===== src/rtl/pc_fetch_ctrl.sv =====
// pc_fetch_ctrl: program counter and instruction-fetch request sequencer.
// A redirect arriving while the instruction memory is busy is parked in a
// pending register and applied as soon as the memory frees up.
// A FLUSH pulse accompanies every PC load from a redirect.
// Optional build macro: MISALIGN_CHECK_EN. When it is defined, a redirect
// target with bits [1:0] != 0 loads TRAP_VECTOR and pulses MISALIGN.
//
// state | meaning
// BOOT  | first cycle after reset, PC = RESET_VECTOR, no request
// RUN   | fetching: PC advances, holds on STALL, or takes a redirect
// WAIT  | memory busy: PC held until IMEM_BUSY drops
// PEND  | redirect parked while busy: no request, load target when free
module pc_fetch_ctrl #(
  parameter int              XLEN         = 32,
  parameter logic [XLEN-1:0] RESET_VECTOR = '0,
  parameter logic [XLEN-1:0] TRAP_VECTOR  = XLEN'(32'h100)
) (
  input  logic            CLK,
  input  logic            RESET,
  input  logic            STALL,
  input  logic            IMEM_BUSY,
  input  logic            REDIRECT,
  input  logic [XLEN-1:0] REDIRECT_PC,
  output logic [XLEN-1:0] PC,
  output logic [XLEN-1:0] PC_4,
  output logic            IMEM_REQ,
  output logic            PC_VALID,
  output logic            FLUSH,
  output logic            MISALIGN
);

  typedef enum logic [1:0] {
    BOOT = 2'd0,
    RUN  = 2'd1,
    WAIT = 2'd2,
    PEND = 2'd3
  } state_t;

  state_t          state_q, state_d;
  logic [XLEN-1:0] pc_q, pc_d;
  logic [XLEN-1:0] pend_q, pend_d;
  logic [XLEN-1:0] load_tgt;
  logic            load;
  logic            req_q, req_d;
  logic            flush_q;

  assign PC       = pc_q;
  assign PC_4     = pc_q + XLEN'(4);
  assign IMEM_REQ = req_q;
  assign PC_VALID = req_q & ~IMEM_BUSY;
  assign FLUSH    = flush_q;

  // Next-state, next-PC and pending-target selection.
  always_comb begin
    state_d  = state_q;
    pend_d   = pend_q;
    load     = 1'b0;
    load_tgt = REDIRECT_PC;
    pc_d     = pc_q;
    case (state_q)
      BOOT: begin
        state_d = RUN;
      end
      RUN, WAIT: begin
        if (REDIRECT && !IMEM_BUSY) begin
          load    = 1'b1;
          state_d = RUN;
        end else if (REDIRECT) begin
          pend_d  = REDIRECT_PC;
          state_d = PEND;
        end else if (IMEM_BUSY) begin
          state_d = WAIT;
        end else if (state_q == WAIT) begin
          // held PC is accepted this cycle; resume without advancing
          state_d = RUN;
        end else if (!STALL) begin
          pc_d = PC_4;
        end
      end
      PEND: begin
        // latest redirect wins, even on the cycle the memory frees up
        if (REDIRECT) pend_d = REDIRECT_PC;
        if (!IMEM_BUSY) begin
          load     = 1'b1;
          load_tgt = REDIRECT ? REDIRECT_PC : pend_q;
          state_d  = RUN;
        end
      end
      default: begin
        state_d = BOOT;
      end
    endcase
    if (load) pc_d = load_tgt;
`ifdef MISALIGN_CHECK_EN
    if (load && (load_tgt[1:0] != 2'b00)) pc_d = TRAP_VECTOR;
`endif
    req_d = (state_d == RUN) || (state_d == WAIT);
  end

  // State, PC, pending target and registered request/flush.
  always_ff @(posedge CLK) begin
    if (RESET) begin
      state_q <= BOOT;
      pc_q    <= RESET_VECTOR;
      pend_q  <= '0;
      req_q   <= 1'b0;
      flush_q <= 1'b0;
    end else begin
      state_q <= state_d;
      pc_q    <= pc_d;
      pend_q  <= pend_d;
      req_q   <= req_d;
      flush_q <= load;
    end
  end

`ifdef MISALIGN_CHECK_EN
  logic mis_q;
  assign MISALIGN = mis_q;

  // Misalign pulse registered alongside the trap load.
  always_ff @(posedge CLK) begin
    if (RESET) mis_q <= 1'b0;
    else       mis_q <= load && (load_tgt[1:0] != 2'b00);
  end
`else
  assign MISALIGN = 1'b0;
  // TRAP_VECTOR stays in the parameter list but has no function in this build.
  logic unused_trap_vector;
  assign unused_trap_vector = ^TRAP_VECTOR;
`endif

endmodule


===== config.mk =====
export PLATFORM = sky130hd
export DESIGN_NAME = pc_fetch_ctrl
export DESIGN_NICKNAME = d
export VERILOG_FILES = /design/src/rtl/pc_fetch_ctrl.sv
export SDC_FILE = /design/constraint.sdc
export NUM_CORES = 1
export LEC_CHECK = 0
export ABC_AREA = 1
export ABC_CLOCK_PERIOD_IN_PS = 2150
export BUFFER_PORTS_ARGS = -buffer_cell sky130_fd_sc_hd__buf_2
export CORE_MARGIN = 8
export CORE_UTILIZATION = 46
export CTS_CLUSTER_DIAMETER = 50
export CTS_CLUSTER_SIZE = 40
export DETAILED_ROUTE_END_ITERATION = 7
export GPL_TIMING_DRIVEN = 1
export PLACE_DENSITY = 0.72
export SYNTH_ARGS = -nofsm -noshare
export SYNTH_HDL_FRONTEND = slang
export SYNTH_SLANG_ARGS = --single-unit

===== constraint.sdc =====
create_clock -name CLK -period 2.15 [get_ports CLK]
set_clock_uncertainty 0.05 [all_clocks]
set_input_delay 0.1075 -clock CLK [delete_from_list [all_inputs] [get_ports CLK]]
set_output_delay 0.1075 -clock CLK [all_outputs]
set_load 0.01 [all_outputs]

# Word-level counts from Yosys, hierarchy flattened
# Index checks and enable logic that the tools add are counted.
totals:
  ff_bits: 68
  in_bits: 37
  elab_cells: 49
classes:
  n_addsub: 1
  eq_ne: 11
  muxes: 21
  bitwise: 2
  n_reduce_logical: 9
op_table:
  columns: ["op", "count"]
  rows:
  - ["$mux W32", 11]
  - ["$pmux W32 S2", 1]
  - ["$add A32 B3 Y32 const B", 1]
  - ["$mux W2", 5]
  - ["$eq A2 B2 Y1 const B", 3]
  - ["$ne A2 B1 Y1 const B", 3]
  - ["$ne A2 B2 Y1 const B", 3]
  - ["$pmux W2 S3", 1]
  - ["$reduce_and A6 Y1", 1]
  - ["$eq A2 B1 Y1 const B", 2]
  - ["$reduce_bool A2 Y1", 2]
  - ["$logic_not A2 Y1", 1]
  - ["$mux W1", 2]
  - ["$pmux W1 S2", 1]
  - ["$reduce_and A2 Y1", 1]
  - ["$reduce_or A2 Y1", 1]
  - ["$and A1 B1 Y1", 1]
  - ["$logic_and A1 B1 Y1", 1]
  - ["$logic_not A1 Y1", 1]
  - ["$logic_or A1 B1 Y1", 1]
  - ["$not A1 Y1", 1]

# Logic depth before layout (Yosys ltp)
depth:
  ltp_word: 8
  depth_mapped: 11
  ltp_nobuf: 11

# Least setup slack after synthesis
# Ideal clock, no wire load.
synth_timing:
  path_type: "register to register"
  from: "register state_q[1]"
  to: "register pc_q[6], in the netlist PC[6]"
  setup_time_ns: 0.117
  t_arrival_ns: 1.542
  setup_slack_ns: 0.441
  stages_incl_launch_ff: 12
  n_path_buf: 2
  synth_period_minus_slack_ns: 1.709
  cell_sequence: "dfxtp_1 inv_1 ha_1 nand3_2 a21oi_2 buf_6 inv_4 buf_6 nand2_1 nand2_1 nor2_1 nor2_1"
synth_between:
  elab_chain_len: 5
synth_lines:
  columns: ["item", "line_no", "text"]
  rows:
  - ["start, declared", "39", "state_t state_q, state_d;"]
  - ["start signal, assigned", "109", "state_q <= state_d;"]
  - ["$eq A2 B2 Y1 / $eq A2 B1 Y1 (equally long branches)", "60, 73", null]
  - ["$reduce_or A2 Y1", "60", "case (state_q)"]
  - ["$pmux W1 S2", "60", null]
  - ["$ne A2 B2 Y1 (no line), or another cell as far along", null, null]
  - ["$reduce_and A6 Y1 (no line)", null, null]
  - ["end signal, assigned", "110", "pc_q <= pc_d;"]
  - ["end, declared", "40", "logic [XLEN-1:0] pc_q, pc_d;"]
# Several ways; a longest one is shown, not always the timed one.
# A chain may end at the register's enable or synchronous reset.

# Worst setup path after layout
layout_timing:
  from: "register pc_q[2], in the netlist PC[2]"
  to: "output port PC_4[12]"
layout_between:
  elab_chain_len: 1
layout_lines:
  columns: ["item", "line_no", "text"]
  rows:
  - ["$add A32 B3 Y32", "48", "assign PC_4 = pc_q + XLEN'(4);"]
  - ["end, declared", "25", "output logic [XLEN-1:0] PC_4,"]
# Every way passes these cells.

==> impl_metrics.json <==
{
  "setup_viol": 0,
  "die_w_um": 115.8,
  "nets": 869,
  "grt.overflow.total": 0,
  "p_sw_frac": 0.3226,
  "drc": 0,
  "antenna_found_initial": 0,
  "ant_nets": 0,
  "drv_cap": 0,
  "fin_area_mm2": 0.005385,
  "area_growth_pct": 17.63,
  "holdPathEnd": "PC[1]",
  "final_core_util": 0.5535,
  "tns_ps": 0,
  "vias": 4938,
  "die_area_mm2": 0.01340,
  "synth_top_area_frac": 0.2973,
  "synthDistinctLibCells": 34,
  "drtIter0Drc": 429,
  "yosysTopAreaCell": "dfxtp_1",
  "hold_path.startpoint": "REDIRECT_PC[1]",
  "vias_per_cell": 5.112,
  "p_leak_nw": 2.619,
  "r2r_start": "state_q[0]",
  "grt_max_degree": 38,
  "crit_path_start_kind": "register",
  "cts_tree": "yes",
  "fin_crit_sh": 0.9461,
  "drive_gt1_frac": 0.2161,
  "min_path_cells": 5,
  "clockRootBuffer": "clkbuf_8",
  "coreArea_mm2": 0.009729,
  "rrSetupSlack_ps": 170,
  "critPathKind": "reg2out",
  "fin_hold_ws_ps": 89.15,
  "final-hold-violation-count": 0,
  "cts_setup_buffers": 0,
  "cts_htree_levels": 3,
  "finalCriticalPeriod_ps": 2034,
  "report.final.slew_viol_count": 0,
  "cp_data_required_time_ps": 1990,
  "dr.pass1.iters": 5,
  "status": "finished clean",
  "io_pins": 105,
  "rr_worst_depth": 11,
  "cts_buffers": 9,
  "pre_cts_ws_ps": 43.21,
  "wl_um": 13180,
  "synth.yosys.seq_area_share": 0.2973,
  "n_antenna_cell": 0,
  "start_util": 0.4706,
  "cp_max_fo": 7,
  "synth.avg_cell_area_um2": 6.170,
  "clock.fmax_mhz": 491.6,
  "power.internal_mw": 2.130,
  "io_buffers": 103,
  "yosysWarnings": 0,
  "insertion_delay_ps": 350,
  "grt_pass1_wl_um": 21650,
  "pwr-share-comb": 0.219,
  "p_sw_mw": 1.014,
  "gp_congestion": 0.8550,
  "clk_path_buf_depth": 2,
  "cp.arrival_ps": 1880,
  "placement.cell_area_mm2": 0.005147,
  "hp-class": "in2reg",
  "grt_pass1_vias": 4498,
  "cts_num_sinks": 68,
  "syn_nets": 783,
  "routedWlPerCell_um": 13.64,
  "ys_top_cells_by_area": "dfxtp_1 30%, nand2_1 18%, o21ai_0 7.8%",
  "fillers": 985,
  "clk_pin_slew_ps": 80,
  "rsz0062_at_grt": "false",
  "worst_slack_ps": 116.0,
  "peakVddDrop_uv": 280.8,
  "endpoint_kind": "primary output",
  "synth_seq_cells": 68,
  "r2r-end": "PC[14]",
  "syn_area_mm2": 0.004578,
  "dpl.hpwl_um": 9801,
  "die_h_um": 115.8,
  "power_frac_clock": 0.316,
  "seq_power_share": 0.465,
  "p_per_area_mw_per_mm2": 584.0,
  "track_usage": 0.1987,
  "netlist_instances": 742,
  "std_cell_rows": 36
}
## Yosys cell counts
cell type	count
a211o_1	1
a211oi_1	32
a21oi_1	12
a21oi_2	6
and2_1	10
buf_1	1
buf_2	13
buf_4	8
buf_6	4
clkbuf_1	11
clkbuf_2	2
conb_1	1
dfxtp_1	68
ha_1	4
inv_1	78
inv_2	1
inv_4	1
nand2_1	220
nand2_2	3
nand2_4	2
nand3_1	44
nand3_2	3
nand3b_1	6
nor2_1	85
nor2_2	6
nor2_4	4
nor3_1	1
o211ai_1	1
o21ai_0	71
o21ai_1	12
o21bai_1	6
or2_2	18
xnor2_1	4
xor2_1	3
## sequential cells by signal, summed over array words and instances, names as in the netlist
name      flops
PC           32
IMEM_REQ      1
state_q       2
pend_q       32
FLUSH         1
## metrics by stage
step                      std cells  power (mW)
after floorplan                 742       1.943
after global placement          950       2.142
after detailed placement        950       2.166
after CTS                       966       3.158
after global routing            966       3.332
final                           966       3.145
## power groups by stage
stage / clock network, mW / logic (mW) / registers, mW
6_report: 0.995 / 0.688 / 1.46
5_1_grt: 1.08 / 0.778 / 1.48
4_1_cts: 1.02 / 0.683 / 1.46
3_5_place_dp: 0 / 0.678 / 1.49
3_3_place_gp: 0 / 0.661 / 1.48
2_1_floorplan: 0 / 0.461 / 1.48
## cell families (layout without fill, tap and decap cells)
group,count (synthesis),count (layout),synth area share
flops,68,68,0.2973
xor+xnor,7,7,0.01339
compound gates,141,141,0.1812
fa+ha+maj,4,4,0.01093
simple gates,402,402,0.3810
other cells,1,1,0.0008191
buf+inv,119,210,0.1153
## routing by layer
metal	GRT usage	vias to the layer above	routed length, µm
met2	0.3098	133	6011
met5	0	-	0
met1	0.2696	2242	6184
met4	0.05618	0	119
li1	-	2552	-
met3	0.04169	11	865
## area by class of cell
type / count / area (µm²) / area share
clock buffer: 11 / 151.4 / 0.02811
sequential: 68 / 1365 / 0.2535
inverter: 80 / 302.8 / 0.05623
multi-input combinational: 555 / 2733 / 0.5074
clock inverter: 5 / 36.28 / 0.006738
timing repair buffer: 114 / 630.6 / 0.1171
tap: 133 / 166.4 / 0.03090
## worst max-delay path by stage
stage | startpoint | to | slack, ps | cells past startpoint
final | PC[2] | PC_4[12] | 120 | 8
after global routing | PC[2] | PC_4[26] | 10 | 8
after CTS | PC[3] | PC_4[26] | -20 | 8
after detailed placement | state_q[1] | PC[7] | 40 | 9
after global placement | state_q[1] | PC[8] | 160 | 9
after floorplan | state_q[1] | PC[6] | 440 | 11
## cell usage in the layout, fill, tap and decap left out, types with 18 or more instances in the layout
cell type  count
dfxtp_1       65
nand3_1       44
inv_1         78
a211oi_1      32
buf_2        103
o21ai_0       71
nand2_1      219
nor2_1        84
or2_2         18
## critical path, cell delays in order, from the launching register on
cell and delay [ps]:
dfxtp_2 390, ha_2 220, nand2_1 90, nor2_4 130
nand2_4 120, nor2_4 170, nand2_1 80, and2_1 170
buf_2 140
## timing repair
item / in CTS / in global routing
resized for setup: 1 / 12
pin swaps: 0 / 2
endpoints found under the setup margin: 4 / 31
hold buffers: 0 / 0
No activity file was read; power rests on OpenSTA's default activity.
